## src/rtl/poly_tone_sequencer.sv

```systemverilog
// poly_tone_sequencer: step-memory driven multi-channel square-wave tone sequencer
//
// Optional feature macro: TONE_GAP_EN
//   defined   -> each step is followed by a one-millisecond silent GAP state
//   undefined -> PLAY goes straight to LOAD of the next step
//
// Parameters: CHANNELS (1..4) tone channels, DEPTH (power of two, 2..64) step entries,
//             PRESCALE (>=1) clock cycles per pitch-unit strobe
// Ports:
//   clk, rst_n       clock, asynchronous active-low reset
//   ticks_per_milli  clock cycles per millisecond (0 behaves as 1)
//   wr_en/addr/data  step-memory write port; word = {hp[CHANNELS-1], ..., hp[0], duration_ms[7:0]}
//   start/stop/loop  begin play, abort play, restart from step 0 at the end marker
//   sound_ch         per-channel square waves
//   sound            one channel per cycle, selected round-robin by a free-running counter
//   led              {busy, 0, step index}
//   busy, done       play in progress, one-cycle pulse at normal song end
module poly_tone_sequencer #(
    parameter int CHANNELS = 2,
    parameter int DEPTH    = 16,
    parameter int PRESCALE = 16
) (
    input  logic                       clk,
    input  logic                       rst_n,
    input  logic [15:0]                ticks_per_milli,
    input  logic                       wr_en,
    input  logic [$clog2(DEPTH)-1:0]   wr_addr,
    input  logic [8+10*CHANNELS-1:0]   wr_data,
    input  logic                       start,
    input  logic                       stop,
    input  logic                       loop,
    output logic [CHANNELS-1:0]        sound_ch,
    output logic                       sound,
    output logic [7:0]                 led,
    output logic                       busy,
    output logic                       done
);
    localparam int AW = $clog2(DEPTH);
    localparam int WW = 8 + 10*CHANNELS;
    localparam int KW = (CHANNELS > 1) ? $clog2(CHANNELS) : 1;
    localparam int PW = (PRESCALE > 1) ? $clog2(PRESCALE) : 1;

`ifdef TONE_GAP_EN
    typedef enum logic [1:0] {IDLE, LOAD, PLAY, GAP} state_t;
`else
    typedef enum logic [1:0] {IDLE, LOAD, PLAY} state_t;
`endif

    state_t                    state_q, state_d;
    logic [AW-1:0]             idx_q, idx_d;
    logic [WW-1:0]             word_q, word_d;
    logic [15:0]               tick_q, tick_d;
    logic [7:0]                ms_q, ms_d;
    logic [PW-1:0]             pre_q, pre_d;
    logic [CHANNELS-1:0][9:0]  cnt_q, cnt_d;
    logic [CHANNELS-1:0]       snd_q, snd_d;
    logic                      done_q, done_d;
    logic [KW-1:0]             k_q, k_d;
    logic [WW-1:0]             mem [DEPTH];
    logic [WW-1:0]             rd;
    logic [15:0]               tick_max;
    logic                      ms_stb;
    logic                      pre_stb;

    // Combinational read: a write landing on the same edge is not yet visible in LOAD.
    assign rd       = mem[idx_q];
    assign tick_max = (ticks_per_milli == 16'd0) ? 16'd0 : ticks_per_milli - 16'd1;
    assign ms_stb   = tick_q == tick_max;
    assign pre_stb  = pre_q == PW'(PRESCALE - 1);

    always_ff @(posedge clk)
        if (wr_en) mem[wr_addr] <= wr_data;

    always_ff @(posedge clk or negedge rst_n)
        if (!rst_n) begin
            state_q <= IDLE;
            idx_q   <= '0;
            word_q  <= '0;
            tick_q  <= '0;
            ms_q    <= '0;
            pre_q   <= '0;
            cnt_q   <= '0;
            snd_q   <= '0;
            done_q  <= 1'b0;
            k_q     <= '0;
        end else begin
            state_q <= state_d;
            idx_q   <= idx_d;
            word_q  <= word_d;
            tick_q  <= tick_d;
            ms_q    <= ms_d;
            pre_q   <= pre_d;
            cnt_q   <= cnt_d;
            snd_q   <= snd_d;
            done_q  <= done_d;
            k_q     <= k_d;
        end

    always_comb begin
        state_d = state_q;
        idx_d   = idx_q;
        word_d  = word_q;
        tick_d  = tick_q;
        ms_d    = ms_q;
        pre_d   = pre_q;
        cnt_d   = cnt_q;
        snd_d   = snd_q;
        done_d  = 1'b0;
        k_d     = (k_q == KW'(CHANNELS - 1)) ? '0 : k_q + 1'b1;
        case (state_q)
            IDLE: if (start && !stop) begin
                idx_d   = '0;
                state_d = LOAD;
            end
            LOAD: if (rd[7:0] == 8'd0) begin
                // End marker: restart only if that actually moves the index, else finish.
                if (loop && idx_q != '0) idx_d = '0;
                else begin
                    state_d = IDLE;
                    done_d  = 1'b1;
                end
            end else begin
                word_d  = rd;
                tick_d  = '0;
                ms_d    = '0;
                pre_d   = '0;
                cnt_d   = '0;
                snd_d   = '0;
                state_d = PLAY;
            end
            PLAY: begin
                tick_d = ms_stb ? '0 : tick_q + 16'd1;
                ms_d   = ms_stb ? ms_q + 8'd1 : ms_q;
                pre_d  = pre_stb ? '0 : pre_q + 1'b1;
                for (int c = 0; c < CHANNELS; c++)
                    if (pre_stb && word_q[8+10*c +: 10] != 10'd0) begin
                        if (cnt_q[c] == word_q[8+10*c +: 10] - 10'd1) begin
                            cnt_d[c] = '0;
                            snd_d[c] = ~snd_q[c];
                        end else cnt_d[c] = cnt_q[c] + 10'd1;
                    end
                if (ms_stb && ms_q == word_q[7:0] - 8'd1) begin
`ifdef TONE_GAP_EN
                    state_d = GAP;
`else
                    idx_d   = idx_q + 1'b1;
                    state_d = LOAD;
`endif
                end
            end
`ifdef TONE_GAP_EN
            GAP: begin
                // The tick counter restarted on the strobe that ended PLAY, so this is one full ms.
                tick_d = ms_stb ? '0 : tick_q + 16'd1;
                if (ms_stb) begin
                    idx_d   = idx_q + 1'b1;
                    state_d = LOAD;
                end
            end
`endif
            default: state_d = IDLE;
        endcase
        if (stop && state_q != IDLE) begin
            state_d = IDLE;
            done_d  = 1'b0;
        end
    end

    assign busy     = state_q != IDLE;
    assign sound_ch = (state_q == PLAY) ? snd_q : '0;
    assign sound    = sound_ch[k_q];
    assign done     = done_q;
    assign led      = {busy, 1'b0, 6'(idx_q)};
endmodule

```

## config.mk

```make
export PLATFORM = sky130hd
export DESIGN_NAME = poly_tone_sequencer
export DESIGN_NICKNAME = d
export VERILOG_FILES = /design/src/rtl/poly_tone_sequencer.sv
export SDC_FILE = /design/constraint.sdc
export NUM_CORES = 1
export LEC_CHECK = 0
export CORE_MARGIN = 2
export CORE_UTILIZATION = 45
export CTS_CLUSTER_SIZE = 24
export DETAILED_ROUTE_END_ITERATION = 7
export GPL_TIMING_DRIVEN = 0
export PLACE_DENSITY = 0.6
export REMOVE_ABC_BUFFERS = 1
export SYNTH_ARGS = -nofsm -noshare
export SYNTH_HDL_FRONTEND = slang
export SYNTH_SLANG_ARGS = --single-unit
```

## constraint.sdc

```tcl
create_clock -name clk -period 7.5 [get_ports clk]
set_input_delay 1.125 -clock clk [delete_from_list [all_inputs] [get_ports clk]]
set_output_delay 1.125 -clock clk [all_outputs]
set_load 0.03 [all_outputs]
```

==> metrics <==
Final Util=52.8%; placer congestion estimate=0.856; Yosys warnings=0; Critical Path AT=5920 ps; Cell Area, Synth=23400 sq um; GRT overflow=0; Main synth FF type=edfxtp_1; Min Hold Slack=428 ps; crit end category=register; initial antenna violation count=1; Worst Path Max Fanout=16; worst setup path startpoint=ticks_per_milli[6]; syn_area_per_cell=15.8 sq um; die width=between 200 and 250 um; Die ar.=between 50000 and 60000 sq um; Pre-Repair DR Iteration Count=5; Syn Inst Count=1481; Pleak=8.76 nW; pwr dens=267 nW/um^2; Yosys reg bits=534; Die Ht=232 um; status=complete, no violations; Port Buf Inserts=63; DP HPWL=33300 um; clock-pin slew on the worst setup and hold paths=60 ps; HP Class=register to register; Post-synth ARST share=16.1%; layout cells sized above 1=a little under a fifth; crit share post-route=72.4%; CP dominant cell by count=or4_1; clock tree from TritonCTS=yes; H-tree levels=2; initial core utilization=between 40 and 50%; Req. time, crit path=7990 ps; CTS sink cnt=534; via count=roughly 13000; P&R area growth vs syn=16.0%; first-pass GRT wire length=a little over 80000 um; Detail Route met3 WL=2740 um; wire per inst=23.2 um; # DRC=0; Final Hold Fails=0; design area=27100 sq um; core area=between 50000 and 60000 sq um; total wire length=52900 um; EDFF count, synth=448; Clock Latency Late Sink=approximately 610 ps; setup violators final=0; DR WL met2=25100 um; cts hold-fix bufs=0; Worst setup SP type=input port; DP Area=25200 sq um; Via-to-Cell Ratio=5.80; register area share after synthesis=between 60% and 70%; drt initial violations=between 1000 and 1500; All-Layer GR Usage=20.1%; DRT antenna net count=0; nets@finish=approximately 1600; setup slack, reg-to-reg=2220 ps; post-CTS resize count=0; Tot Pwr=7.25 mW; Worst Min Path Start=k_q; CTS root buffer=clkbuf_16; VDD IR-drop max=0.201 mV; final worst-path setup slack=2070 ps; Reg2Reg Launch Point=idx_q[2]; Placement Setup Slack=1560 ps; crit-path cells=clkdlybuf4s50_1 > or4_1 > or4_1 > o41ai_1 > nand3b_1 > o21ai_1 > nor2_1 > mux2_2; top sig layer=met4; Distinct cells, synth=between 70 and 80; worst setup skew after layout=16.7 ps; Max-cap violations=0; Fmax=184 MHz; CTS buffer count=55; crit path kind=input port to register; largest net degree at the start of global routing=58; # rows=83; RSZ-0062 raised after global routing=no; minimum clock period=5430 ps; relative slew slack=17.7%; met1 WL=23900 um; Slew @ Worst Pin=1230 ps; fillcell total=around 4200; Crit path largest cell delay=910 ps; clock tree buffer depth=3; Setup Buffers After CTS=0; top-level I/O count=67; slowest CP cell=o21ai_1; vias in the first global route=13400; Slew Viols, Final=0
## kinds of logic (layout without fill, tap and decap cells)
group	Yosys count	in the layout	synth area share, %
other	1	4	0.0161
and+or+nand+nor	366	366	8.13
buffers and inverters	109	228	1.89
xor gates and xnor gates	46	46	1.72
muxes	198	198	14.5
AOI/OAI and AO/OA	210	210	5.99
DFF	534	534	66.8
adders and majority gates	17	17	0.910
## flip-flops by register name, indices dropped and copies added (netlist names)
name,count
ms_q,8
mem,448
idx_q,4
state_q,2
k_q,1
tick_q,16
pre_q,4
cnt_q,20
snd_q,2
word_q,28
done,1
## Yosys cell counts (3+ instances only)
cell / instances / share of area [%]
edfxtp_1: 448 / 58
ha_1: 17 / 0.91
nand3b_1: 5 / 0.16
buf_4: 4 / 0.13
nand4_1: 11 / 0.29
o41ai_1: 6 / 0.22
nor4_1: 26 / 0.70
mux2_2: 41 / 2.0
o21ai_0: 72 / 1.5
and3_1: 17 / 0.46
o31ai_1: 16 / 0.51
buf_2: 8 / 0.17
nor2_1: 73 / 1.2
buf_1: 15 / 0.24
or3_1: 4 / 0.11
a21o_1: 3 / 0.096
o31a_1: 9 / 0.34
mux4_2: 109 / 11
clkbuf_1: 53 / 0.85
or4_1: 10 / 0.32
inv_1: 27 / 0.43
nand2_1: 75 / 1.2
a22o_1: 14 / 0.52
xnor2_1: 33 / 1.2
a32o_1: 3 / 0.13
mux2i_1: 48 / 2.1
or2_2: 5 / 0.13
o211ai_1: 7 / 0.22
nor3b_1: 5 / 0.16
nand2b_1: 20 / 0.54
xor2_1: 13 / 0.49
a31oi_1: 16 / 0.43
dfrtp_1: 86 / 9.2
nand3_1: 32 / 0.69
and2_1: 20 / 0.54
a21oi_1: 29 / 0.62
nor2b_1: 23 / 0.62
nor3_1: 29 / 0.62
a211oi_1: 3 / 0.096
a211o_1: 3 / 0.11
## stage by stage
stage               cells  setup TNS, ps
finish               2283              0
global route         2282              0
CTS                  2282              0
detailed placement   2178              0
global placement     2145        -304920
floorplan            1402          -5480
## worst max-delay path: cells and delay by family
family          cells  cell delay, ps
buf+inv             1             550
simple gates        4            2220
mux                 1             390
compound gates      2            1620
## cell usage in the layout (no fill, tap or decap), types with 26 or more instances in the layout
cell type	netlist	layout
mux2_2	41	41
a21oi_1	29	29
mux4_2	109	109
o21ai_0	72	72
nand2_1	75	75
mux2i_1	48	48
nand3_1	32	32
clkdlybuf4s50_1	0	62
inv_1	27	27
nor4_1	26	26
dfrtp_1	86	82
nor2_1	73	61
edfxtp_1	448	448
clkbuf_16	0	55
xnor2_1	33	33
## power breakdown
group | switching, mW | internal [mW] | total (mW)
Sequential | 0.130 | 3.37 | 3.50
Clock | 1.13 | 1.65 | 2.79
Combinational | 0.568 | 0.393 | 0.961
Total | 1.83 | 5.41 | 7.25
## final timing paths
| path | depth (start not counted) | endpoint |
|---|---|---|
| setup reg to reg | 11 | tick_q[0] |
| hold reg to reg | 1 | k_q |
| setup / recovery | 8 | tick_q[0] |
| hold / removal | 1 | k_q |
| min in group asynchronous | 1 | ms_q[1] |
| max in group asynchronous | 2 | tick_q[0] |
## final cells by class
type | instances | area, sq um | share of cell area, %
tap | 680 | 851 | 3.14
sequential | 534 | 15600 | 57.6
timing repair buffer | 96 | 1220 | 4.50
inverter | 28 | 105 | 0.388
clock inverter | 26 | 332 | 1.22
multi-input combinational | 840 | 7450 | 27.5
clock buffer | 78 | 1510 | 5.58
antenna | 1 | 2.50 | 0.00924
## routing by layer
layer	track usage [%]	vias up
met1	29.0	6857
met4	5.85	0
met5	0	-
li1	-	6005
met2	31.9	310
met3	3.05	68
Power figures use the tool's default switching activity.
